## src/rtl/muldiv_pkg.sv

```systemverilog
// rtl/muldiv_pkg.sv - shared encodings and constants for the multiply/divide sequencer
package muldiv_pkg;

    localparam int MD_WIDTH = 32;

    // Operation encoding, equal to funct[1:0] of MULT/MULTU/DIV/DIVU
    typedef enum logic [1:0] {
        OP_MULT  = 2'b00,
        OP_MULTU = 2'b01,
        OP_DIV   = 2'b10,
        OP_DIVU  = 2'b11
    } md_op_t;

    typedef enum logic [1:0] {
        IDLE = 2'b00,
        CALC = 2'b01,
        FIX  = 2'b10
    } md_state_t;

    // LO value delivered on divide by zero
    localparam logic [MD_WIDTH-1:0] DIV0_LO = '1;

    function automatic logic op_is_div(input md_op_t op);
        return op[1];
    endfunction

    function automatic logic op_is_signed(input md_op_t op);
        return ~op[0];
    endfunction

endpackage

```

## src/rtl/muldiv_sequencer_if.sv

```systemverilog
// rtl/muldiv_sequencer_if.sv - pipeline-side bus of the multiply/divide sequencer
// master: EX stage (drives op issue and HI/LO writes, reads HI/LO and status)
// slave : muldiv_sequencer
interface muldiv_sequencer_if
    import muldiv_pkg::*;
#(
    parameter int WIDTH = MD_WIDTH
);
    logic             start;
    logic [1:0]       op;
    logic [WIDTH-1:0] rs_val;
    logic [WIDTH-1:0] rt_val;
    logic             hilo_rd;
    logic             hi_we;
    logic             lo_we;
    logic [WIDTH-1:0] wdata;
    logic [WIDTH-1:0] hi;
    logic [WIDTH-1:0] lo;
    logic             busy;
    logic             done;
    logic             stall;

    modport master (
        output start, op, rs_val, rt_val, hilo_rd, hi_we, lo_we, wdata,
        input  hi, lo, busy, done, stall
    );

    modport slave (
        input  start, op, rs_val, rt_val, hilo_rd, hi_we, lo_we, wdata,
        output hi, lo, busy, done, stall
    );
endinterface

```

## src/rtl/muldiv_iter_unit.sv

```systemverilog
// rtl/muldiv_iter_unit.sv - radix-2 shift-add / restoring-divide datapath with sign fix-up
// Ports: clk, reset (sync, active-high); load latches operands and op;
// step performs one iteration; res_hi/res_lo are the sign-corrected results.
module muldiv_iter_unit
    import muldiv_pkg::*;
#(
    parameter int WIDTH = MD_WIDTH
) (
    input  logic             clk,
    input  logic             reset,
    input  logic             load,
    input  logic             step,
    input  logic [1:0]       op,
    input  logic [WIDTH-1:0] rs_val,
    input  logic [WIDTH-1:0] rt_val,
    output logic [WIDTH-1:0] res_hi,
    output logic [WIDTH-1:0] res_lo
);

    logic             is_div;
    logic             neg_q;     // product / quotient must be negated
    logic             neg_r;     // remainder must be negated (dividend negative)
    logic             div0;
    logic [WIDTH-1:0] raw_rs;
    logic [WIDTH-1:0] acc;       // upper product half / partial remainder
    logic [WIDTH-1:0] mq;        // multiplier -> low product, or dividend -> quotient
    logic [WIDTH-1:0] b;         // |multiplicand| or |divisor|

    logic             sgn_op;
    logic [WIDTH-1:0] abs_rs;
    logic [WIDTH-1:0] abs_rt;
    logic [WIDTH:0]   sum;
    logic [WIDTH:0]   shifted;
    logic [WIDTH:0]   diff;
    logic [2*WIDTH-1:0] prod;
    logic [2*WIDTH-1:0] prod_fix;
    logic [WIDTH-1:0] q_fix;
    logic [WIDTH-1:0] r_fix;

    always_comb begin
        sgn_op  = op_is_signed(md_op_t'(op));
        abs_rs  = (sgn_op && rs_val[WIDTH-1]) ? -rs_val : rs_val;
        abs_rt  = (sgn_op && rt_val[WIDTH-1]) ? -rt_val : rt_val;
        sum     = {1'b0, acc} + (mq[0] ? {1'b0, b} : '0);
        shifted = {acc, mq[WIDTH-1]};
        // remainder < divisor keeps shifted < 2*divisor, so diff[WIDTH] is a pure borrow
        diff    = shifted - {1'b0, b};
    end

    always_ff @(posedge clk) begin
        if (reset) begin
            is_div <= 1'b0;
            neg_q  <= 1'b0;
            neg_r  <= 1'b0;
            div0   <= 1'b0;
            raw_rs <= '0;
            acc    <= '0;
            mq     <= '0;
            b      <= '0;
        end else if (load) begin
            is_div <= op_is_div(md_op_t'(op));
            neg_q  <= sgn_op & (rs_val[WIDTH-1] ^ rt_val[WIDTH-1]);
            neg_r  <= sgn_op & rs_val[WIDTH-1];
            div0   <= op_is_div(md_op_t'(op)) & (rt_val == '0);
            raw_rs <= rs_val;
            acc    <= '0;
            mq     <= abs_rs;
            b      <= abs_rt;
        end else if (step) begin
            if (is_div) begin
                if (!diff[WIDTH]) begin
                    acc <= diff[WIDTH-1:0];
                    mq  <= {mq[WIDTH-2:0], 1'b1};
                end else begin
                    acc <= shifted[WIDTH-1:0];
                    mq  <= {mq[WIDTH-2:0], 1'b0};
                end
            end else begin
                acc <= sum[WIDTH:1];
                mq  <= {sum[0], mq[WIDTH-1:1]};
            end
        end
    end

    // Most-negative / -1 needs no special case: |q| = 2^(WIDTH-1), signs agree,
    // so the unnegated quotient is already the wrapped result with remainder 0.
    always_comb begin
        prod     = {acc, mq};
        prod_fix = neg_q ? -prod : prod;
        q_fix    = neg_q ? -mq : mq;
        r_fix    = neg_r ? -acc : acc;
        res_hi   = prod_fix[2*WIDTH-1:WIDTH];
        res_lo   = prod_fix[WIDTH-1:0];
        if (is_div) begin
            if (div0) begin
                res_hi = raw_rs;
                res_lo = WIDTH'(DIV0_LO);
            end else begin
                res_hi = r_fix;
                res_lo = q_fix;
            end
        end
    end

endmodule

```

## src/rtl/muldiv_sequencer.sv

```systemverilog
// rtl/muldiv_sequencer.sv - multi-cycle MULT/MULTU/DIV/DIVU sequencer owning HI/LO
// Ports: clk, reset (sync, active-high), bus (muldiv_sequencer_if.slave: op issue,
// HI/LO access, busy/done/stall). Optional MULDIV_STALL_CNT_EN adds stall_cycles,
// a saturating count of stalled cycles.
module muldiv_sequencer
    import muldiv_pkg::*;
#(
    parameter int WIDTH = MD_WIDTH,
    parameter int CNT_W = $clog2(WIDTH)
) (
    input  logic                clk,
    input  logic                reset,
`ifdef MULDIV_STALL_CNT_EN
    output logic [31:0]         stall_cycles,
`endif
    muldiv_sequencer_if.slave   bus
);

    md_state_t        state;
    logic [CNT_W-1:0] cnt;
    logic [WIDTH-1:0] hi_q;
    logic [WIDTH-1:0] lo_q;
    logic             done_q;
    logic             load;
    logic             step;
    logic             busy;
    logic             stall;
    logic [WIDTH-1:0] res_hi;
    logic [WIDTH-1:0] res_lo;

    assign load  = (state == IDLE) && bus.start;
    assign step  = (state == CALC);
    assign busy  = (state != IDLE);
    assign stall = busy && (bus.start || bus.hilo_rd || bus.hi_we || bus.lo_we);

    assign bus.busy  = busy;
    assign bus.stall = stall;
    assign bus.done  = done_q;
    assign bus.hi    = hi_q;
    assign bus.lo    = lo_q;

    muldiv_iter_unit #(.WIDTH(WIDTH)) u_iter (
        .clk    (clk),
        .reset  (reset),
        .load   (load),
        .step   (step),
        .op     (bus.op),
        .rs_val (bus.rs_val),
        .rt_val (bus.rt_val),
        .res_hi (res_hi),
        .res_lo (res_lo)
    );

    always_ff @(posedge clk) begin
        if (reset) begin
            state  <= IDLE;
            cnt    <= '0;
            hi_q   <= '0;
            lo_q   <= '0;
            done_q <= 1'b0;
        end else begin
            done_q <= 1'b0;
            case (state)
                IDLE: begin
                    // an accepted op wins over a same-cycle MTHI/MTLO
                    if (bus.start) begin
                        cnt   <= CNT_W'(WIDTH - 1);
                        state <= CALC;
                    end else begin
                        if (bus.hi_we) hi_q <= bus.wdata;
                        if (bus.lo_we) lo_q <= bus.wdata;
                    end
                end
                CALC: begin
                    cnt <= cnt - 1'b1;
                    if (cnt == '0) state <= FIX;
                end
                FIX: begin
                    hi_q   <= res_hi;
                    lo_q   <= res_lo;
                    done_q <= 1'b1;
                    state  <= IDLE;
                end
                default: state <= IDLE;
            endcase
        end
    end

`ifdef MULDIV_STALL_CNT_EN
    always_ff @(posedge clk) begin
        if (reset) begin
            stall_cycles <= '0;
        end else if (stall && (stall_cycles != '1)) begin
            stall_cycles <= stall_cycles + 1'b1;
        end
    end
`endif

endmodule

```

## src/flat_wrapper.sv

```systemverilog
// flat-port wrapper written by rule: the top's interface ports become plain ports
module muldiv_sequencer_flat import muldiv_pkg::*;
#(
    parameter int WIDTH = MD_WIDTH,
    parameter int CNT_W = $clog2(WIDTH)
)
  (clk, reset, bus_start, bus_op, bus_rs_val, bus_rt_val, bus_hilo_rd, bus_hi_we, bus_lo_we, bus_wdata, bus_hi, bus_lo, bus_busy, bus_done, bus_stall);
  muldiv_sequencer_if #(.WIDTH(WIDTH)) bus_i ();
  input  logic clk;
  input  logic reset;
  input wire logic [$bits(bus_i.start)-1:0] bus_start;
  input wire logic [$bits(bus_i.op)-1:0] bus_op;
  input wire logic [$bits(bus_i.rs_val)-1:0] bus_rs_val;
  input wire logic [$bits(bus_i.rt_val)-1:0] bus_rt_val;
  input wire logic [$bits(bus_i.hilo_rd)-1:0] bus_hilo_rd;
  input wire logic [$bits(bus_i.hi_we)-1:0] bus_hi_we;
  input wire logic [$bits(bus_i.lo_we)-1:0] bus_lo_we;
  input wire logic [$bits(bus_i.wdata)-1:0] bus_wdata;
  output wire logic [$bits(bus_i.hi)-1:0] bus_hi;
  output wire logic [$bits(bus_i.lo)-1:0] bus_lo;
  output wire logic [$bits(bus_i.busy)-1:0] bus_busy;
  output wire logic [$bits(bus_i.done)-1:0] bus_done;
  output wire logic [$bits(bus_i.stall)-1:0] bus_stall;
  assign bus_i.start = bus_start;
  assign bus_i.op = bus_op;
  assign bus_i.rs_val = bus_rs_val;
  assign bus_i.rt_val = bus_rt_val;
  assign bus_i.hilo_rd = bus_hilo_rd;
  assign bus_i.hi_we = bus_hi_we;
  assign bus_i.lo_we = bus_lo_we;
  assign bus_i.wdata = bus_wdata;
  assign bus_hi = bus_i.hi;
  assign bus_lo = bus_i.lo;
  assign bus_busy = bus_i.busy;
  assign bus_done = bus_i.done;
  assign bus_stall = bus_i.stall;
  muldiv_sequencer #(.WIDTH(WIDTH), .CNT_W(CNT_W)) u_core (.clk(clk), .reset(reset), .bus(bus_i));
endmodule
```

## config.mk

```make
export PLATFORM = sky130hd
export DESIGN_NAME = muldiv_sequencer_flat
export DESIGN_NICKNAME = d
export VERILOG_FILES = /design/src/rtl/muldiv_pkg.sv /design/src/rtl/muldiv_sequencer_if.sv /design/src/rtl/muldiv_iter_unit.sv /design/src/rtl/muldiv_sequencer.sv /design/src/flat_wrapper.sv
export SDC_FILE = /design/constraint.sdc
export NUM_CORES = 1
export LEC_CHECK = 0
export ABC_CLOCK_PERIOD_IN_PS = 4200
export CAP_MARGIN = 15
export CORE_UTILIZATION = 50
export DETAILED_ROUTE_END_ITERATION = 7
export PLACE_DENSITY = 0.79
export SLEW_MARGIN = 30
export SYNTH_ARGS = -nofsm -noshare
export SYNTH_HDL_FRONTEND = slang
export SYNTH_HIERARCHICAL = 1
export SYNTH_SLANG_ARGS = --single-unit
```

## constraint.sdc

```tcl
create_clock -name clk -period 4.2 [get_ports clk]
set_clock_uncertainty 0.05 [all_clocks]
set_input_delay 0.42 -clock clk [delete_from_list [all_inputs] [get_ports clk]]
set_output_delay 0.42 -clock clk [all_outputs]
set_load 0.01 [all_outputs]
```

==> out/results.txt, run 1 <==
Final GP Congestion - 1.01
die area - 33,700 µm²
hold depth - 2
slack of the worst reg-to-reg path - 0.16 ns
non-filler cells in the finished layout - 2,731
Levels on crit path - 11
mux share of post-synthesis cell area - 5.84%
Worst Path Buf+Inv - 0
Initial Util - 50.7%
fin crit share - 96.2%
Slew @ Worst Pin - 0.926 ns
crit path max-delay cell type - or4_1
most frequent cells in the layout - nand2_1, nor2_1, dfxtp_1
drt drc - 0
mapped cell area - 16,500 µm²
Max-Cap Viols - 0
grt total ovfl - 0
RSZ-0062 raised after global routing - no
diode count - 0
VDD IR-drop max - 0.361 mV
Lkg Pwr - 7.39 nW
post-synth cell types - 85
Arrival @ worst endpoint - 4.42 ns
Post-CTS Resized - 0
fin. max-slew vios - 0
commonest non-fill, non-tap cell in the layout - nand2_1
clock buffer depth - 3
reg-to-reg startpoint - u_core/u_iter/mq[10]$_SDFFE_PP0P_
run status - completed
CP delay by family, top - simple AND/OR/NAND/NOR gates
area grow syn2layout - 16.5%
Sink Count - 204
Site Rows - 66
Avg Vias per Cell - 6.35
DR iter-0 viols - 1,957
most used flip-flop cell after synthesis - dfxtp_1
Slew headroom - 38.3%
vias - 17,300
R2R depth - 11
xor/xnor cell area share of the yosys netlist - 10.2%
total wire length - 57.1 mm
IO buf count - 170
postcts setup bufs - 0
H-tree depth - 1
# IOs - 171
Seq cells post-synth - 204
worst setup path startpoint - u_core/u_iter/mq[10]$_SDFFE_PP0P_
CP max stage delay - 0.68 ns
DRT Pass-1 Iters - 6
CP required - 4.58 ns
vias in the first global route - 15,600
Worst Setup End Kind - flip-flop
Final setup viols - 0
Final min period - 4.04 ns
die height - 184 µm
pin count of the biggest net entering global routing - 121
EDFF count, synth - 0
end of the critical path - u_core/bus.hi[17]$_SDFFE_PP0P_
Clk Latency, worst-skew pair - 0.53 ns
first-pass GRT wire length - 86.8 mm
TritonCTS clock tree - yes
largest family of logic cells by synthesized area - compound AO/OA/AOI/OAI gates
final worst slack - 0.158 ns
Num CTS Buffers - 24
NumNets Final - 2,447
placed insts - 2,687
post-synthesis sequential area ratio - 24.8%
TNS Setup - 0 ns
Root Buffer - clkbuf_16
# fillers - 2,997
cell count after synthesis - 2,216
Synth Area in Simple Gates - 21.7%
worst hold-check path type - in2reg
worst-path cell chain - or4_4, nor2_4, nand4_1, or4_1, or4_1, o21a_1, a21oi_1, xor2_1, o21ai_1, nand2_1, a311oi_1
CORE AREA - 32,500 µm²
post-route ant nets - 0
Hold Buf Count CTS - 0
pre-CTS setup slack - 0.354 ns
asr flop ratio synth - 0%
Pwr Density - 351 nW/µm²
Yosys Warn Count - 6
Max Fclk - 247 MHz
CP most frequent cell - or4_1
Die Wd - 184 µm
WL per Instance - 20.9 µm
final cell utilization of the core - 59.1%
Compound-Gate Fraction of Synth Area - 25.7%
syn_nets - 2,391
initial antenna violation count - 0
Overall Global Routing Usage - 32.4%
Syn Area/Cell - 7.45 µm²
Setup Crit Path Kind - reg2reg
share of cells above drive strength 1 - 5.46%
HPWL after DPL - 43.1 mm
Final Hold Viols - 0
FF-to-FF End - u_core/bus.hi[17]$_SDFFE_PP0P_
Synth Area in Adders - 5.48%
Worst Setup Start Kind - flip-flop
Worst-path clk slew - 0.06 ns
Crit Path Max Fanout - 9
[cells in the mapped netlist (all sizes together), types with 18 or more instances]
cell      n  area (µm²)
a211oi   71         533
a21o     21         158
a21oi   152         761
a311oi   77         674
and3     18         113
buf      50         251
clkbuf  134         504
dfxtp   204        4080
ha       69         863
inv      74         278
mux2i    94         941
nand2   247         927
nand2b   23         144
nand3    25         125
nor2    238         908
nor3     89         445
nor4     18         125
o21ai   124         621
o22ai    19         119
o31ai    28         238
or3      18         113
xnor2   104         911
xor2     88         771
[per-stage QoR]
step           power [mW]  area (µm²)  hold WS (ns)
2_1_floorplan        3.80       16500         0.396
3_3_place_gp         4.53       18400         0.413
3_5_place_dp         4.58       18400         0.428
4_1_cts              6.68       19200         0.297
5_1_grt              7.02       19200         0.318
6_report             6.74       19200         0.309
[flip-flops by register name, indices dropped and copies added (netlist names)]
register and count:
u_core/u_iter/div0 1, u_core/cnt 5, u_core/u_iter/b 32, u_core/state 2, u_core/u_iter/neg_q 1, u_core/u_iter/acc 32
u_core/u_iter/raw_rs 32, u_core/bus.lo 32, u_core/u_iter/is_div 1, u_core/u_iter/mq 32, u_core/u_iter/neg_r 1, u_core/bus.hi 32
u_core/bus.done 1
[power by group]
group          switching [mW]  internal (mW)
Combinational            1.35          0.937
Sequential              0.239           2.10
Clock                   0.871           1.25
[worst min-delay path by stage]
stage,start,to,slack [ns]
floorplan,u_core/u_iter/b[31]$_SDFFE_PP0P_,u_core/u_iter/b[31]$_SDFFE_PP0P_,0.40
global placement,u_core/u_iter/raw_rs[0]$_SDFFE_PP0P_,u_core/u_iter/raw_rs[0]$_SDFFE_PP0P_,0.41
detailed placement,u_core/u_iter/raw_rs[0]$_SDFFE_PP0P_,u_core/u_iter/raw_rs[0]$_SDFFE_PP0P_,0.43
CTS,reset,u_core/u_iter/mq[15]$_SDFFE_PP0P_,0.30
global route,reset,u_core/u_iter/mq[15]$_SDFFE_PP0P_,0.32
finish,reset,u_core/u_iter/mq[15]$_SDFFE_PP0P_,0.31
[metal layers]
metal  part of all wire, %  vias up  track usage, %
met2                    45      989            52.4
met3                   9.1      166            4.24
li1                      -     8148               -
met5                     0        -               0
met4                   6.9        0            20.2
met1                    39     8040            40.8
[area by class of cell]
type | count | area, µm² | area share, %
Clock buffer | 33 | 674 | 3.51
Multi-Input combinational cell | 1753 | 11400 | 59.4
Inverter | 75 | 282 | 1.46
Timing Repair Buffer | 214 | 2080 | 10.8
Clock inverter | 10 | 123 | 0.638
Sequential cell | 204 | 4090 | 21.3
Tap cell | 442 | 553 | 2.88
[logic make-up after synthesis]
logic type      Yosys count
buf+inv                 259
simple gates            767
flops                   204
mux                      96
xor+xnor                192
compound gates          627
fa+ha+maj                71
[worst register-to-register path, cell delays in order, from the launching register on]
cell and delay (ns):
dfxtp_1 0.39, or4_4 0.59, nor2_4 0.15, nand4_1 0.21, or4_1 0.55, or4_1 0.68, o21a_1 0.34, a21oi_1 0.19
xor2_1 0.09, o21ai_1 0.25, nand2_1 0.12, a311oi_1 0.33
Power figures use the tool's default switching activity.
==> inputs of run 2 (changes only) <==
--- a/config.mk
+++ b/config.mk
@@ -9,7 +9,8 @@
 export CAP_MARGIN = 15
 export CORE_UTILIZATION = 50
 export DETAILED_ROUTE_END_ITERATION = 7
-export PLACE_DENSITY = 0.79
+export DONT_BUFFER_PORTS = 1
+export PLACE_DENSITY = 0.72
 export SLEW_MARGIN = 30
 export SYNTH_ARGS = -nofsm -noshare
 export SYNTH_HDL_FRONTEND = slang
==> run 2 against run 1 <==
Against the previous run:
- worst hold slack got worse by 0.31 ns
- critical path depth rose by 2
- routed wire length fell by 1.4%
- flip-flop and latch count did not move
- via count fell by 4.6%
- count of clock-buffer cells in the layout rose by 1
- utilization fell by 4.7 points
- global-route usage fell by 0.53 points
- critical endpoint is now u_core/u_iter/acc[26]$_SDFFE_PP0P_
- largest power group unchanged
- highest routed layer unchanged
==> out/results.txt, run 2 (same netlist as run 1, synthesis figures left out) <==
Worst Setup Start Kind - flip-flop (unchanged)
reg-to-reg startpoint - u_core/u_iter/mq[31]$_SDFFE_PP0P_ (was u_core/u_iter/mq[10]$_SDFFE_PP0P_)
initial antenna violation count - 0 (unchanged)
run status - completed (unchanged)
hold depth - 2 (unchanged)
Clk Latency, worst-skew pair - 0.54 ns (was 0.53 ns)
postcts setup bufs - 0 (unchanged)
Worst Path Buf+Inv - 2 (was 0)
Arrival @ worst endpoint - 4.44 ns (was 4.42 ns)
Final setup viols - 0 (unchanged)
crit path max-delay cell type - a2111oi_0 (was or4_1)
total wire length - 56.3 mm (was 57.1 mm)
Max Fclk - 247 MHz (about the same)
TritonCTS clock tree - yes (unchanged)
worst-path cell chain - inv_1, ha_1, fa_1, nand2b_1, a21oi_1, o21ai_1, a211o_1, a2111oi_0, buf_4, o21bai_1, and3b_1, o311a_1, a211oi_1 (was or4_4, nor2_4, nand4_1, or4_1, or4_1, o21a_1, a21oi_1, xor2_1, o21ai_1, nand2_1, a311oi_1)
drt drc - 0 (unchanged)
Final GP Congestion - 0.978 (was 1.01)
NumNets Final - 2,288 (was 2,447)
commonest non-fill, non-tap cell in the layout - nand2_1 (unchanged)
vias - 16,500 (was 17,300)
R2R depth - 13 (was 11)
# fillers - 3,139 (was 2,997)
worst hold-check path type - in2reg (unchanged)
Site Rows - 66 (unchanged)
Avg Vias per Cell - 6.43 (was 6.35)
Overall Global Routing Usage - 31.9% (was 32.4%)
CP delay by family, top - compound AO/OA/AOI/OAI gates (was simple AND/OR/NAND/NOR gates)
Worst-path clk slew - 0.06 ns (about the same)
Sink Count - 204 (unchanged)
fin crit share - 96.5% (was 96.2%)
DR iter-0 viols - 1,728 (was 1,957)
diode count - 0 (unchanged)
FF-to-FF End - u_core/u_iter/acc[26]$_SDFFE_PP0P_ (was u_core/bus.hi[17]$_SDFFE_PP0P_)
post-route ant nets - 0 (unchanged)
fin. max-slew vios - 0 (unchanged)
area grow syn2layout - 7.29% (was 16.5%)
CP max stage delay - 0.81 ns (was 0.68 ns)
Worst Setup End Kind - flip-flop (unchanged)
share of cells above drive strength 1 - 5.77% (was 5.46%)
clock buffer depth - 3 (unchanged)
Num CTS Buffers - 24 (unchanged)
Die Wd - 184 µm (unchanged)
Pwr Density - 374 nW/µm² (was 351 nW/µm²)
Hold WS - 0.00334 ns (was 0.309 ns)
Max-Cap Viols - 0 (unchanged)
Worst Hold Endpoint - u_core/u_iter/raw_rs[29]$_SDFFE_PP0P_ (was u_core/u_iter/mq[15]$_SDFFE_PP0P_)
Setup Crit Path Kind - reg2reg (unchanged)
Root Buffer - clkbuf_16 (unchanged)
final worst slack - 0.149 ns (was 0.158 ns)
slack of the worst reg-to-reg path - 0.15 ns (was 0.16 ns)
Initial Util - 50.7% (unchanged)
die height - 184 µm (unchanged)
Slew headroom - 34.0% (was 38.3%)
first-pass GRT wire length - 84.4 mm (was 86.8 mm)
VDD IR-drop max - 0.284 mV (was 0.361 mV)
CP required - 4.58 ns (about the same)
RSZ-0062 raised after global routing - no (unchanged)
Lkg Pwr - 6.81 nW (was 7.39 nW)
IO buf count - 0 (was 170)
CORE AREA - 32,500 µm² (unchanged)
HPWL after DPL - 41.9 mm (was 43.1 mm)
pin count of the biggest net entering global routing - 154 (was 121)
vias in the first global route - 14,700 (was 15,600)
WL per Instance - 21.9 µm (was 20.9 µm)
Final min period - 4.05 ns (was 4.04 ns)
hold path startpoint - bus_rs_val[29] (was reset)
pre-CTS setup slack - 0.340 ns (was 0.354 ns)
grt total ovfl - 0 (unchanged)
most frequent cells in the layout - nand2_1, nor2_1, dfxtp_1 (unchanged)
die area - 33,700 µm² (unchanged)
Tot Pwr - 6.63 mW (was 6.74 mW)
Slew @ Worst Pin - 0.987 ns (was 0.926 ns)
Post-CTS Resized - 0 (unchanged)
# IOs - 171 (unchanged)
Final Hold Viols - 0 (unchanged)
DRT Pass-1 Iters - 5 (was 6)
H-tree depth - 1 (unchanged)
Crit Path Max Fanout - 3 (was 9)
TNS Setup - 0 ns (unchanged)
run 2: power breakdown:
group          total, mW  switching, mW  leakage, nW  internal, mW
combinational       2.04           1.26         4.72         0.784
sequential          2.36          0.265         1.68          2.10
clock               2.22          0.868        0.407          1.36
run 2: worst register-to-register path, stage by stage, from the launching register on:
cell,delay (ns)
dfxtp_1,0.33
inv_1,0.10
ha_1,0.23
fa_1,0.39
nand2b_1,0.20
a21oi_1,0.27
o21ai_1,0.19
a211o_1,0.37
a2111oi_0,0.81
buf_4,0.24
o21bai_1,0.07
and3b_1,0.22
o311a_1,0.31
a211oi_1,0.21
run 2: worst max-delay path by stage:
stage | from | endpoint | cells past startpoint
after floorplan | u_core/u_iter/acc[0]$_SDFFE_PP0P_ | u_core/u_iter/acc[2]$_SDFFE_PP0P_ | 13
after global placement | u_core/u_iter/mq[31]$_SDFFE_PP0P_ | u_core/u_iter/acc[26]$_SDFFE_PP0P_ | 13
after detailed placement | u_core/u_iter/mq[10]$_SDFFE_PP0P_ | u_core/bus.hi[3]$_SDFFE_PP0P_ | 11
after CTS | u_core/u_iter/mq[31]$_SDFFE_PP0P_ | u_core/u_iter/acc[26]$_SDFFE_PP0P_ | 13
after global routing | u_core/u_iter/mq[6]$_SDFFE_PP0P_ | u_core/bus.hi[3]$_SDFFE_PP0P_ | 10
final | u_core/u_iter/mq[31]$_SDFFE_PP0P_ | u_core/u_iter/acc[26]$_SDFFE_PP0P_ | 13
run 2: final cells by class:
| type | count | area [µm²] | share of cell area, % |
|---|---|---|---|
| Clock buffer | 34 | 709 | 4.01 |
| Clock inverter | 9 | 125 | 0.707 |
| Inverter | 75 | 282 | 1.59 |
| Multi-Input combinational cell | 1753 | 11400 | 64.5 |
| Sequential cell | 204 | 4090 | 23.1 |
| Tap cell | 442 | 553 | 3.12 |
| Timing Repair Buffer | 55 | 515 | 2.91 |
run 2: stage by stage:
stage                     utilization, %  std cells  instance area, µm²
after floorplan                        -       2216               16500
after global placement              51.3       2514               16700
after detailed placement            51.3       2514               16700
after CTS                           54.3       2571               17700
after global routing                54.4       2572               17700
final                               54.4       2572               17700
run 2: what timing repair did:
item                                   4_1_cts  5_1_grt
hold buffers                                14        0
endpoints found under the hold margin      153        0
setup endpoints to repair                    0        0
run 2: layer usage:
metal,global-route usage [%],vias to the layer above,part of all wire [%]
met3,4.38,191,7.9
met5,0,-,0
met2,50.6,809,44
met4,20.3,0,7.7
met1,40.6,7738,41
li1,-,7808,-
